$ cat src/rtl/btb_update_ctrl.sv
// BTB write-port controller: accepts up to two update/invalidate requests per
// cycle, coalesces same-index pairs, buffers them in a small FIFO and drives
// the single BTB write port. Also sweeps all 512 entries invalid after reset
// or flush, so the BTB array needs no reset of its own.

// Per-lane PC decode into BTB index and tag.
module btb_lane_decode (
    input  logic [31:0] pc,
    output logic [8:0]  index,
    output logic [11:0] tag
);
    logic unused_pc_bits;

    assign index          = pc[10:2];
    assign tag            = {pc[30:28], pc[19:11]};
    assign unused_pc_bits = ^{pc[31], pc[27:20], pc[1:0]};
endmodule

module btb_update_ctrl #(
    parameter int DEPTH = 4
) (
    input  logic             clk,
    input  logic             rst,
    input  logic             flush,
    input  logic [1:0]       req_valid,
    input  logic [1:0]       req_inv,
    input  logic [1:0][31:0] req_pc,
    input  logic [1:0][31:0] req_target,
    output logic             in_ready,
    output logic             wr_en,
    output logic [8:0]       wr_index,
    output logic             wr_valid,
    output logic [11:0]      wr_tag,
    output logic [31:0]      wr_target,
    output logic             busy
);
    localparam int NUM_LANES = 2;
    localparam int PW        = $clog2(DEPTH);
    localparam int CW        = PW + 1;

    typedef struct packed {
        logic [8:0]  index;
        logic        inv;
        logic [11:0] tag;
        logic [31:0] target;
    } btb_req_t;

    typedef enum logic {SWEEP, IDLE} state_t;

    state_t   state;
    logic [8:0] sweep_idx;
    // Set once index 511 has been written; the following cycle leaves SWEEP
    // so busy stays high while the last sweep write is on the port.
    logic     sweep_wrap;

    btb_req_t          fifo_mem [DEPTH];
    logic [PW-1:0]     wr_ptr, rd_ptr;
    logic [CW-1:0]     count;
    btb_req_t          head;

    logic [NUM_LANES-1:0][8:0]  lane_index;
    logic [NUM_LANES-1:0][11:0] lane_tag;
    btb_req_t [NUM_LANES-1:0]   lane_req;

    logic coalesce, push0, push1, pop;

    for (genvar l = 0; l < NUM_LANES; l++) begin : g_lane
        btb_lane_decode u_dec (
            .pc    (req_pc[l]),
            .index (lane_index[l]),
            .tag   (lane_tag[l])
        );
        assign lane_req[l] = {lane_index[l], req_inv[l], lane_tag[l], req_target[l]};
    end

    // Room for two pushes is required so both lanes can always be taken together.
    assign in_ready = (state == IDLE) && (count <= CW'(DEPTH - 2)) && !flush;
    assign busy     = (state == SWEEP);

    // Same index on both lanes: the younger lane 1 supersedes lane 0.
    assign coalesce = (&req_valid) && (lane_index[0] == lane_index[1]);
    assign push0    = in_ready && req_valid[0] && !coalesce;
    assign push1    = in_ready && req_valid[1];
    assign pop      = (state == IDLE) && (count != '0) && !flush;
    assign head     = fifo_mem[rd_ptr];

    // FIFO storage: lane 0 lands first, lane 1 in the next slot when both push.
    always_ff @(posedge clk) begin
        if (push0) fifo_mem[wr_ptr] <= lane_req[0];
        if (push1) fifo_mem[wr_ptr + PW'(push0)] <= lane_req[1];
    end

    // FIFO pointers and occupancy; held empty during a sweep and cleared by flush.
    always_ff @(posedge clk) begin
        if (rst || flush || state == SWEEP) begin
            wr_ptr <= '0;
            rd_ptr <= '0;
            count  <= '0;
        end else begin
            wr_ptr <= wr_ptr + PW'(push0) + PW'(push1);
            rd_ptr <= rd_ptr + PW'(pop);
            count  <= count + CW'(push0) + CW'(push1) - CW'(pop);
        end
    end

    // Sweep/idle FSM with registered write-port outputs.
    always_ff @(posedge clk) begin
        if (rst) begin
            state      <= SWEEP;
            sweep_idx  <= '0;
            sweep_wrap <= 1'b0;
            wr_en      <= 1'b0;
            wr_index   <= '0;
            wr_valid   <= 1'b0;
            wr_tag     <= '0;
            wr_target  <= '0;
        end else if (flush) begin
            // Index 0 is written at this edge, so the sweep continues from 1.
            state      <= SWEEP;
            sweep_idx  <= 9'd1;
            sweep_wrap <= 1'b0;
            wr_en      <= 1'b1;
            wr_index   <= '0;
            wr_valid   <= 1'b0;
            wr_tag     <= '0;
            wr_target  <= '0;
        end else begin
            case (state)
                SWEEP: begin
                    if (sweep_wrap) begin
                        state      <= IDLE;
                        sweep_wrap <= 1'b0;
                        wr_en      <= 1'b0;
                    end else begin
                        wr_en     <= 1'b1;
                        wr_index  <= sweep_idx;
                        wr_valid  <= 1'b0;
                        wr_tag    <= '0;
                        wr_target <= '0;
                        sweep_idx <= sweep_idx + 9'd1;
                        if (sweep_idx == 9'd511) sweep_wrap <= 1'b1;
                    end
                end
                IDLE: begin
                    if (pop) begin
                        wr_en     <= 1'b1;
                        wr_index  <= head.index;
                        wr_valid  <= !head.inv;
                        wr_tag    <= head.inv ? '0 : head.tag;
                        wr_target <= head.inv ? '0 : head.target;
                    end else begin
                        wr_en <= 1'b0;
                    end
                end
            endcase
        end
    end
endmodule

$ cat config.mk
export PLATFORM = sky130hd
export DESIGN_NAME = btb_update_ctrl
export DESIGN_NICKNAME = d
export VERILOG_FILES = /design/src/rtl/btb_update_ctrl.sv
export SDC_FILE = /design/constraint.sdc
export NUM_CORES = 1
export LEC_CHECK = 0
export ABC_CLOCK_PERIOD_IN_PS = 9450
export BUFFER_PORTS_ARGS = -buffer_cell sky130_fd_sc_hd__buf_2
export CAP_MARGIN = 15
export CORE_AREA = 2 2 186 188
export CTS_BUF_LIST = sky130_fd_sc_hd__clkbuf_8
export DETAILED_ROUTE_END_ITERATION = 10
export DIE_AREA = 0 0 188 190
export GPL_ROUTABILITY_DRIVEN = 0
export GPL_TIMING_DRIVEN = 1
export PLACE_DENSITY = 0.59
export SYNTH_ARGS = -nofsm -noshare
export SYNTH_HDL_FRONTEND = slang
export SYNTH_SLANG_ARGS = --single-unit
$ cat constraint.sdc
create_clock -name clk -period 9.45 [get_ports clk]
set_clock_uncertainty 0.1 [all_clocks]
set_input_delay 0.945 -clock clk [delete_from_list [all_inputs] [get_ports clk]]
set_output_delay 0.945 -clock clk [all_outputs]
set_load 0.02 [all_outputs]
# == Word level (Yosys, flattened, before mapping) ==
# Memories as Yosys holds them, arrays and structs flattened. A register that Yosys moved wholly into a read port is not among the register bits.
# Cells that the tools add are included.
# classes
bitwise_logic,2
addsub,7
n_reduce_logical,19
magnitude_cmp,1
eq_ne,6
n_mux,30
# op_table
op,count
2-to-1 mux 32 bit,3
one-hot mux 32 bit (2 select lines),1
2-to-1 mux 12 bit,3
one-hot mux 12 bit (2 select lines),1
2-to-1 mux 9 bit,2
one-hot mux 9 bit (2 select lines),1
2-to-1 mux 1 bit,16
adder 9 x 1 -> 9 bit (second input constant),1
== test 9 bit,1
== test 9 bit (second input constant),1
logical AND 1 bit,8
AND reduction 2 bit,4
adder 2 x 1 -> 2 bit,3
adder 3 x 1 -> 3 bit,2
!= test 2 bit (second input constant),3
one-hot mux 1 bit (2 select lines),2
less-or-equal comparator 3 x 2 -> 1 bit (second input constant),1
zero test 1 bit,3
nonzero test 3 bit,1
subtractor 3 x 1 -> 3 bit,1
logical OR 1 bit,2
2-to-1 mux 2 bit,1
!= test 2 x 1 -> 1 bit (second input constant),1
inverter 1 bit,2
OR reduction 2 bit,1
# word_totals
ramBits,216
word_cells,78
mem_count,1
in_bits,135
regBits,73
# mem_list
name,depth,word_bits,read_ports,rd_ports_with_merged_regs,write_ports,line,rtl
fifo_mem,4,54,1,1,2,56,btb_req_t fifo_mem [DEPTH];

# == Longest topological paths before layout ==
# depth
word_depth,8
mapped_depth,11
ltp_nobuf,10

# == Cells and area by module ==
# From an unflattened synthesis, not the netlist that was laid out.
# unflattened
hier_cells,888
area_unflattened_um2,13675.6
# by_module_without_submodules
module,cells_per_inst,n_inst,area_per_inst_um2,seq_area_each_um2
btb_update_ctrl,846,1,13360.3,7947.6
btb_lane_decode,21,2,157.7,0.0

# == Least setup slack after synthesis ==
# OpenSTA, ideal clock, no wires.
# synth_timing
kind,input-to-reg
startpoint,in req_pc[37] in the netlist's numbering
endpoint,"mem fifo_mem[3][0] in the netlist's numbering, enable pin"
setup_ns,0.477
slack_ns,4.603
arrival_time_ns,4.271
required_time_ns,8.873
stages,10
path_buffers,2
path_cell_list,xnor2_1 -> nand4_1 -> o311ai_1 -> inv_1 -> ha_1 -> xor2_1 -> and3_1 -> buf_2 -> buf_4 -> o21bai_1
# synth_lines
element,line,rtl
from (decl),27,"input logic [1:0][31:0] req_pc,"
to (decl),56,

==> results.cfg <==
[status]
status = finished, final reports clean

[logic_synthesis]
synth_adder_area_share_pct = 0.955
syn_nets = 990
synth_commonest_cells = 216 x edfxtp_1, 208 x mux2_2, 73 x dfxtp_1, 69 x nor2_1, 54 x mux4_2
synth_top_family_by_area = multiplexers
postSynthAreaPerCell_sq_um = 15.8
yosysSeqAreaShare_pct = 59.5
synth_warnings = 0
synth-xor-area-share_pct = 1.38
synth.most_common_cell = edfxtp_1
muxShareOfSynthArea_pct = 27.3
syn-cell-area_sq_mm = 0.0134
synth_compound_area_share_pct = 4.20
yosys.area_share.simple_pct = 3.98
synth.area.top_cells = edfxtp_1 49%, mux2_2 18%, dfxtp_1 11%, mux4_2 9.1%, a22oi_1 2.5%
syn_inst = 846
ys_ff_latch = 289
ys.flop_type = edfxtp_1
ys_types = 39
synth-edff-count = 216
synth_top_cell_area_share_pct = 48.5
synth_area_leader_cell = edfxtp_1
synthArstFlopShare_pct = 0

[timing]
hold_viol = 0
drv_slew = 0
tightestPinTransition_ns = 0.979
relSlewSlack_pct = 34.7
fin_crit_ns = 4.61
timing.setup.tns_ns = 0
timing.hold.ws_ns = 0.392
finalCritPeriodShare_pct = 48.7
rsz0062_at_grt = no
fmax_ghz = 0.217
finalSetupViolations = 0

[detailed_routing]
drt_wl_total_microns = 32400
antenna_left = 0
drt_iter0_markers = 343
wl_per_cell_microns = 21.3
dr.pass1.iters = 5
vias_per_cell = 5.15
via_count = 7831
drc = 0

[layout]
finalInstanceArea_sq_mm = 0.0156
final_util_pct = 45.8
num_antenna_cells = 0
layout.nets = 1170
fill_cells = 3053
drive_gt1_share_pct = 49.6
syn2layout_area_growth_pct = 16.5

[critical_path]
crit_fanout = 55
cp_data_arrival_time_ns = 4.69
worst-path-buf-inv = 5
cp_top_family = buffers and inverters
worstSetupPathType = input port to flop
worstSetupEndpointType = flop
cp_common_cell = buf_4
start_kind = input port
max_stage_delay_ns = 0.76
path_cells = buf_2 > xnor2_1 > nand4_1 > o311ai_1 > buf_4 > inv_1 > ha_1 > nor3_4 > buf_4 > o21bai_4 > buf_4
slowest_stage = buf_4
crit_required_ns = 9.54

[clocking]
clock-sinks = 289
cts_hold_buf = 0
clk_latency_ns = 0.58
numCtsBuffers = 49
cts.clk_slew.worst_paths_ns = 0.06
htreeDepth = 2
clockRootBuffer = clkbuf_8
clockBufferDepth = 3
cts_resized = 0
postCtsSetupBuffers = 0
tritoncts = built

[power_and_ir_drop]
total_power_w = 0.00254
peakVddDrop_mv = 0.0824
p_per_area_mw_per_mm2 = 163
p_leak_nw = 5.34

[die]
rows = 68
die_x_microns = 188
dieArea_sq_mm = 0.0357
initial_core_util_pct = 39.4
pin_count = 192
die_h_microns = 190
fp.coreArea_sq_mm = 0.0339

[global_route]
grt.overflow.total = 0
track_usage_pct = 18.3
grt_pass1_vias = 8362
antenna_found_initial = 1
grt_pass1_wl_microns = 49500
grt_max_degree = 56

[placement]
portBuffers = 169
hpwl_microns = 17500
placed_cell_area_sq_mm = 0.0146

[run]
drv_cap = 0

[hold_path]
hold_class = flop to flop
state kept, by name, indices dropped and copies added, names as in the netlist:
name	flops
wr_ptr	2
wr_target	32
wr_en	1
rd_ptr	2
fifo_mem	216
sweep_idx	9
wr_valid	1
sweep_wrap	1
state	1
count	3
wr_tag	12
wr_index	9
layer usage:
metal / track usage [%] / wire (microns)
met4: 4.94 / 513
met3: 4.15 / 1590
met1: 22.5 / 13700
met5: 0 / 13
met2: 32.4 / 16600
worst reg2reg max path, delay by kind of cell (launching register included):
family	cells	cell delay, ns
AND/OR/NAND/NOR	2	0.49
flip-flops	1	0.76
adder cells (fa/ha/maj)	1	0.31
buffers and inverters	4	1.70
AO/OA/AOI/OAI	3	0.82
cell type report:
class / instances / area (sq um) / share of cell area (%)
flip-flops and latches: 289 / 7950 / 51.1
multi-input cells: 493 / 5100 / 32.8
repair buffers: 184 / 958 / 6.16
clock buffers: 56 / 771 / 4.95
well taps: 455 / 569 / 3.66
clock inverters: 36 / 174 / 1.12
inverters: 9 / 33.8 / 0.217
layout by cell type (no fill, tap or decap), drive strengths merged, types with 2 or more instances in the layout:
cell / n
buf: 184
and2: 3
nand2: 17
a211oi: 9
fa: 2
ha: 7
a21oi: 15
xnor2: 15
dfxtp: 73
and3: 3
mux4: 54
inv: 23
nand4: 6
nor2: 69
a22oi: 44
or2: 2
nand3: 2
nor3: 4
mux2: 216
edfxtp: 216
clkinv: 20
xor2: 6
o21bai: 4
nand2b: 4
clkbuf: 56
nor4: 2
o21ai: 2
through the flow:
| stage | setup WS (ns) | std cells |
|---|---|---|
| finish | 4.84 | 1522 |
| global route | 4.57 | 1522 |
| CTS | 4.76 | 1522 |
| detailed placement | 4.18 | 1430 |
| global placement | 4.21 | 1430 |
| floorplan | 4.60 | 846 |
cell families (layout without fill, tap and decap cells):
logic type / Yosys count / count (layout)
adder cells (fa/ha/maj): 9 / 9
AND/OR/NAND/NOR: 114 / 114
AO/OA/AOI/OAI: 79 / 79
multiplexers: 270 / 270
buffers and inverters: 64 / 285
XOR/XNOR: 21 / 21
flip-flops: 289 / 289
worst paths after layout:
| check | start | endpoint | slack, ns | cells after the start |
|---|---|---|---|---|
| setup / recovery | req_pc[38] | fifo_mem[0][53]$_DFFE_PP_ | 4.84 | 11 |
| hold reg to reg | wr_valid$_SDFFE_PP0P_ | wr_valid$_SDFFE_PP0P_ | 0.39 | 2 |
| setup reg to reg | state$_SDFF_PP0_ | fifo_mem[0][53]$_DFFE_PP_ | 4.86 | 10 |
| hold / removal | wr_valid$_SDFFE_PP0P_ | wr_valid$_SDFFE_PP0P_ | 0.39 | 2 |
report_power, final:
group          internal (W)  switching (W)
Sequential          0.00136     0.00000129
Clock              0.000569       0.000506
Combinational     0.0000549      0.0000460
Note: power is estimated with default switching activity, not from simulation.
